$ cat src/rtl/agc_pkg.sv
// Shared definitions for the AGC gain sequencer: default gain width,
// thermometer width and the sequencer state encoding.
package agc_pkg;

  localparam int GAIN_W_DEF  = 6;
  localparam int THERM_W_DEF = 2 ** GAIN_W_DEF;

  typedef enum logic [1:0] {
    IDLE   = 2'd0,
    SEARCH = 2'd1,
    HOLD   = 2'd2
  } agc_state_t;

endpackage

$ cat src/rtl/agc_therm_dec.sv
// Binary gain code to thermometer VGA control word: bit i = (i < gain).
// Purely combinational; the sequencer registers the result.
module agc_therm_dec
  import agc_pkg::*;
#(
  parameter int GAIN_W = GAIN_W_DEF
) (
  input  logic [GAIN_W-1:0]    gain,
  output logic [2**GAIN_W-1:0] therm
);

  // One comparator per output bit against the binary code.
  always_comb begin
    // NOTE: every combinational output gets a default first so no latch is inferred.
    therm = '0;
    for (int i = 0; i < 2 ** GAIN_W; i++) begin
      therm[i] = (GAIN_W'(i) < gain);
    end
  end

endmodule

$ cat src/rtl/agc_gain_sequencer.sv
// AGC gain sequencer: MSB-first successive-approximation search of the VGA
// gain code against the overload comparator, then holds the locked code.
// ext_mode forces a manual gain in any state.
// Optional macro AGC_TRACK_EN adds slow +/-1 tracking while in HOLD.
module agc_gain_sequencer
  import agc_pkg::*;
#(
  parameter int GAIN_W        = GAIN_W_DEF,
  parameter int SETTLE_CYCLES = 4,
  parameter int REACQ_PERIOD  = 256,
  parameter int UP_HOLDOFF    = 4
) (
  input  logic                 clk,
  input  logic                 RESETn,
  input  logic                 start,
  input  logic                 overload,
  input  logic                 ext_mode,
  input  logic [GAIN_W-1:0]    ext_gain,
  output logic [GAIN_W-1:0]    gain_code,
  output logic [2**GAIN_W-1:0] vga_control,
  output logic                 busy,
  output logic                 done,
  output logic                 gain_changed
);

  localparam int CNT_W = $clog2(SETTLE_CYCLES + 1);
  localparam logic [GAIN_W-1:0] MSB      = {1'b1, {(GAIN_W-1){1'b0}}};
  localparam logic [GAIN_W-1:0] LSB      = GAIN_W'(1);
  localparam logic [GAIN_W-1:0] GAIN_MAX = '1;
  localparam logic [CNT_W-1:0]  SETTLE_RELOAD = CNT_W'(SETTLE_CYCLES - 1);

  agc_state_t          state, state_n;
  logic [GAIN_W-1:0]   gain_n, mask, mask_n;
  logic [CNT_W-1:0]    cnt, cnt_n;
  logic                busy_n, done_n;
  logic [2**GAIN_W-1:0] therm_n;

`ifdef AGC_TRACK_EN
  localparam int PER_W   = $clog2(REACQ_PERIOD);
  localparam int CLEAN_W = $clog2(UP_HOLDOFF + 1);
  logic [PER_W-1:0]   period_cnt, period_n;
  logic [CLEAN_W-1:0] clean_cnt, clean_n;
  logic               changed_n;
`else
  // Tracking parameters only matter when tracking is built in.
  logic unused_cfg;
  assign unused_cfg   = (REACQ_PERIOD > 1) & (UP_HOLDOFF > 0);
  assign gain_changed = 1'b0;
`endif

  // vga_control is registered from the decoded next gain so it always matches gain_code.
  agc_therm_dec #(.GAIN_W(GAIN_W)) u_therm_dec (
    .gain  (gain_n),
    .therm (therm_n)
  );

  // Next-state and next-output logic: ext_mode, then start, then per-state behaviour.
  always_comb begin
    state_n = state;
    gain_n  = gain_code;
    mask_n  = mask;
    cnt_n   = cnt;
    busy_n  = busy;
    done_n  = done;
`ifdef AGC_TRACK_EN
    period_n  = period_cnt;
    clean_n   = clean_cnt;
    changed_n = 1'b0;
`endif

    if (ext_mode) begin
      state_n = IDLE;
      gain_n  = ext_gain;
      mask_n  = '0;
      cnt_n   = '0;
      busy_n  = 1'b0;
      done_n  = 1'b0;
    end else if (start) begin
      state_n = SEARCH;
      gain_n  = MSB;
      mask_n  = MSB;
      cnt_n   = SETTLE_RELOAD;
      busy_n  = 1'b1;
      done_n  = 1'b0;
    end else begin
      case (state)
        SEARCH: begin
          if (cnt != '0) begin
            cnt_n = cnt - 1'b1;
          end else begin
            // Settled: drop the trial bit if this gain overloads.
            if (overload) gain_n = gain_code & ~mask;
            if (mask == LSB) begin
              state_n = HOLD;
              busy_n  = 1'b0;
              done_n  = 1'b1;
            end else begin
              mask_n = mask >> 1;
              gain_n = gain_n | (mask >> 1);
              cnt_n  = SETTLE_RELOAD;
            end
          end
        end
        HOLD: begin
`ifdef AGC_TRACK_EN
          if (period_cnt == PER_W'(REACQ_PERIOD - 1)) begin
            period_n = '0;
            if (overload) begin
              clean_n = '0;
              if (gain_code != '0) begin
                gain_n    = gain_code - 1'b1;
                changed_n = 1'b1;
              end
            end else if (clean_cnt == CLEAN_W'(UP_HOLDOFF - 1)) begin
              clean_n = '0;
              if (gain_code != GAIN_MAX) begin
                gain_n    = gain_code + 1'b1;
                changed_n = 1'b1;
              end
            end else begin
              clean_n = clean_cnt + 1'b1;
            end
          end else begin
            period_n = period_cnt + 1'b1;
          end
`endif
        end
        default: ;
      endcase
    end

`ifdef AGC_TRACK_EN
    // Tracking counters only run in HOLD, so they start from zero on entry.
    if (state_n != HOLD) begin
      period_n = '0;
      clean_n  = '0;
    end
`endif
  end

  // State and output registers.
  always_ff @(posedge clk or negedge RESETn) begin
    if (!RESETn) begin
      state       <= IDLE;
      gain_code   <= '0;
      vga_control <= '0;
      mask        <= '0;
      cnt         <= '0;
      busy        <= 1'b0;
      done        <= 1'b0;
    end else begin
      // NOTE: sequential state uses non-blocking assignments so all registers update together.
      state       <= state_n;
      gain_code   <= gain_n;
      vga_control <= therm_n;
      mask        <= mask_n;
      cnt         <= cnt_n;
      busy        <= busy_n;
      done        <= done_n;
    end
  end

`ifdef AGC_TRACK_EN
  // Tracking period/clean counters and the one-cycle step pulse.
  always_ff @(posedge clk or negedge RESETn) begin
    if (!RESETn) begin
      period_cnt   <= '0;
      clean_cnt    <= '0;
      gain_changed <= 1'b0;
    end else begin
      period_cnt   <= period_n;
      clean_cnt    <= clean_n;
      gain_changed <= changed_n;
    end
  end
`endif

endmodule

$ cat config.mk
export PLATFORM = sky130hd
export DESIGN_NAME = agc_gain_sequencer
export DESIGN_NICKNAME = d
export VERILOG_FILES = /design/src/rtl/agc_pkg.sv /design/src/rtl/agc_therm_dec.sv /design/src/rtl/agc_gain_sequencer.sv
export SDC_FILE = /design/constraint.sdc
export NUM_CORES = 1
export LEC_CHECK = 0
export ABC_AREA = 1
export BUFFER_PORTS_ARGS = -buffer_cell sky130_fd_sc_hd__buf_2
export CORE_MARGIN = 5
export CORE_UTILIZATION = 33
export CTS_CLUSTER_DIAMETER = 120
export DETAILED_ROUTE_END_ITERATION = 10
export HOLD_SLACK_MARGIN = 0.08
export SYNTH_ARGS = -nofsm -noshare
export SYNTH_HDL_FRONTEND = slang
export SYNTH_SLANG_ARGS = --single-unit
$ cat constraint.sdc
create_clock -name clk -period 5.24 [get_ports clk]
set_clock_uncertainty 0.05 [all_clocks]
set_input_delay 0.786 -clock clk [delete_from_list [all_inputs] [get_ports clk]]
set_output_delay 0.786 -clock clk [all_outputs]
set_load 0.05 [all_outputs]
==> results_dict.tcl <==
set metrics [dict create \
    synth-simple-area-share_pct 20.2 \
    vias_per_cell 4.58 \
    setup_tns_ns 0 \
    timing.rr.start "cnt[0]" \
    wl_per_cell_um 14.8 \
    post-route-period-util_pct 44.8 \
    seq_power_share_pct 48.0 \
    cts_tree "built" \
    crit_path_start_kind "flip-flop" \
    rsz0062_at_grt "false" \
    row_count 35 \
    antenna_found_initial 0 \
    hold_path_end "mask[0]" \
    drcViolationCount 0 \
    rr_endpoint "vga_control[18]" \
    critPathKind "flip-flop to flip-flop" \
    slew_violations 0 \
    clock-sinks 79 \
    synth_top_family_by_area "simple AND/OR/NAND/NOR gates" \
    drt-total-wl_mm 7.58 \
    dp_cells 497 \
    syn_inst 315 \
    synth_adder_area_share_pct 0.806 \
    r2r_cells 13 \
    yosysUniqueCellTypes 26 \
    power_frac_clock_pct 27.9 \
    htreeDepth 3 \
    cts.clk_slew.worst_paths_ns 0.08 \
    switching_share_pct 35.9 \
    ys_warn_count 0 \
    layout_min_cycle_time_ns 2.35 \
    postCtsSetupBuffers 0 \
    vias 2343 \
    wl_met1_mm 3.24 \
    slowest_delay_ns 0.36 \
    crit_fanout 17 \
    grt_max_degree 80 \
    synth_compound_area_share_pct 8.59 \
    whs_path_depth 2 \
    ir_drop_mv 0.130 \
    crit_arrival_ns 2.48 \
    grt_pass1_wl_mm 11.8 \
    synth_area_leaders "dfrtp_1, nand2_1, o21ai_0" \
    fp.dieH_um 107 \
    cp.depth 13 \
    drtAntennaViolNets 0 \
    avgSynthCellArea_um2 9.85 \
    fin_ws_ns 2.89 \
    fp.dieW_um 107 \
    io_pins 84 \
    top_layer_used "met4" \
    p_switching_mw 0.504 \
    final_cells 512 \
    status "finished, final reports clean" \
    ctsResizeCount 0 \
    die-area_mm2 0.0114 \
    synth-seq-cells 79 \
    cts_buffers 9 \
    placed_cell_area_mm2 0.00358 \
    mostFrequentLayoutCells "nand2_1, buf_2, dfrtp_1" \
    seq_area_frac_synth_pct 63.7 \
    yosysTopAreaCell "dfrtp_1" \
    clk_path_buf_depth 2 \
    stdcell_area_mm2 0.00375 \
    firstDrtPassIters 4 \
    drt_iter0_drc 126 \
    combPwrFrac_pct 24.2 \
    wl_met3_um 512 \
    core-area_mm2 0.00920 \
    postLayoutCoreUtil_pct 40.8 \
    ctsHoldBuffers 0 \
    hp-start "mask[0]" \
    path_buf_inv 3 \
    hold_ws_ns 0.457 \
    nNetsFinal 410 \
    gp_congestion 0.835 \
    power_mw 1.40 \
    grt_remaining_overflow 0 \
    cpMostUsedCell "nand2_1" \
    tightestPinTransition_ns 0.968 \
    syn_area_mm2 0.00310 \
    p_int_mw 0.900 \
    worst_setup_path_end_kind "flip-flop" \
    cts_root_buf "clkbuf_8" \
    synth_xor_area_share_pct 0 \
    critPathTopFamily "simple AND/OR/NAND/NOR gates" \
    area_growth_pct 20.8 \
    reg2reg_slack_ns 2.89 \
    setup_violations 0 \
    slew-limit-headroom_pct 35.5 \
    cpMaxStageDelayCell "dfrtp_1" \
    fmax_mhz 426 \
    finalHoldViolations 0 \
    final_common_cell "nand2_1" \
    worstPathRequired_ns 5.37 \
    hold_class "flip-flop to flip-flop" \
    grt_pass1_vias 2317 \
    initial_core_util_pct 33.8 \
    dr_wl_met2_mm 3.71 \
    port-buffer-count 81 \
    grtUsageTotal_pct 13.4 \
    crit_chain "inv_1 -> ha_1 -> nand2_4 -> nor2_1 -> nand3_1 -> nand2_1 -> nand2_1 -> nand2_4 -> inv_2 -> nor2_2 -> inv_2 -> nand2_1 -> o21ai_0" \
    cap_violations 0 \
    synth_top_area_share_pct 63.7 \
    dp.final_hpwl_mm 5.44 \
    leakage_nw 1.86 \
    clock_latency_ns 0.34 \
    n_antenna_cell 0 \
    drive_gt1_share_pct 32.2 \
    power_density_mw_per_mm2 374 \
    preCtsSetupSlack_ns 2.63 \
    synthMuxAreaShare_pct 0 \
]
## state kept, by name (all words and copies together), names as in the netlist
register and flops:
cnt 3, done 1, gain_code 5, mask 6, state 1, vga_control 63
## cell families after synthesis
group | after synthesis
adder cells (fa/ha/maj) | 2
flip-flops | 79
AO/OA/AOI/OAI | 48
buffers and inverters | 46
other | 1
AND/OR/NAND/NOR | 139
## layer usage
metal  track usage, %  vias up
li1                 -     1127
met2             22.6       74
met1             16.5     1132
met3             3.97       10
met4             4.57        0
met5                0        -
## synth_stat cells
library cell and count:
nor2_2 9, nor2_4 4, a21oi_1 11, inv_2 6, a21boi_1 1, or2_2 1
nand3_1 5, nand2_4 3, o21ai_0 28, nand2_1 84, ha_1 2, clkbuf_1 1
a21oi_4 1, buf_2 3, o21ai_1 3, conb_1 1, buf_4 6, buf_6 1
o31ai_1 1, inv_1 29, o311ai_0 1, nand2_2 8, o21ai_2 1, dfrtp_1 79
o211ai_1 1, nor2_1 25
## power groups by stage
stage                     Sequential, mW  Combinational (mW)  Clock (mW)
after floorplan                    0.838              0.0999           0
after global placement             0.686               0.339           0
after detailed placement           0.686               0.341           0
after CTS                          0.675               0.342       0.405
after global routing               0.680               0.361       0.428
final                              0.673               0.339       0.391
## layout make-up
class | instances | area [µm²]
clock buffer | 10 | 138
clock inverter | 5 | 33.8
fill | 933 | 5450
inverter | 35 | 131
multi-input combinational | 191 | 925
sequential | 79 | 1980
tap | 111 | 139
timing repair buffer | 81 | 408
## worst min-delay path: stages (launching register included)
cell and delay (ns):
dfrtp_1 0.36, nand2_1 0.05, o21ai_0 0.06
## how the worst max path moves through the flow
stage	start	endpoint	slack, ns
after floorplan	ext_mode	vga_control[5]	3.27
after global placement	ext_mode	vga_control[16]	2.72
after detailed placement	ext_mode	vga_control[5]	2.63
after CTS	cnt[0]	vga_control[18]	2.91
after global routing	cnt[0]	vga_control[18]	2.67
final	cnt[0]	vga_control[18]	2.89
Power figures use the tool's default switching activity.
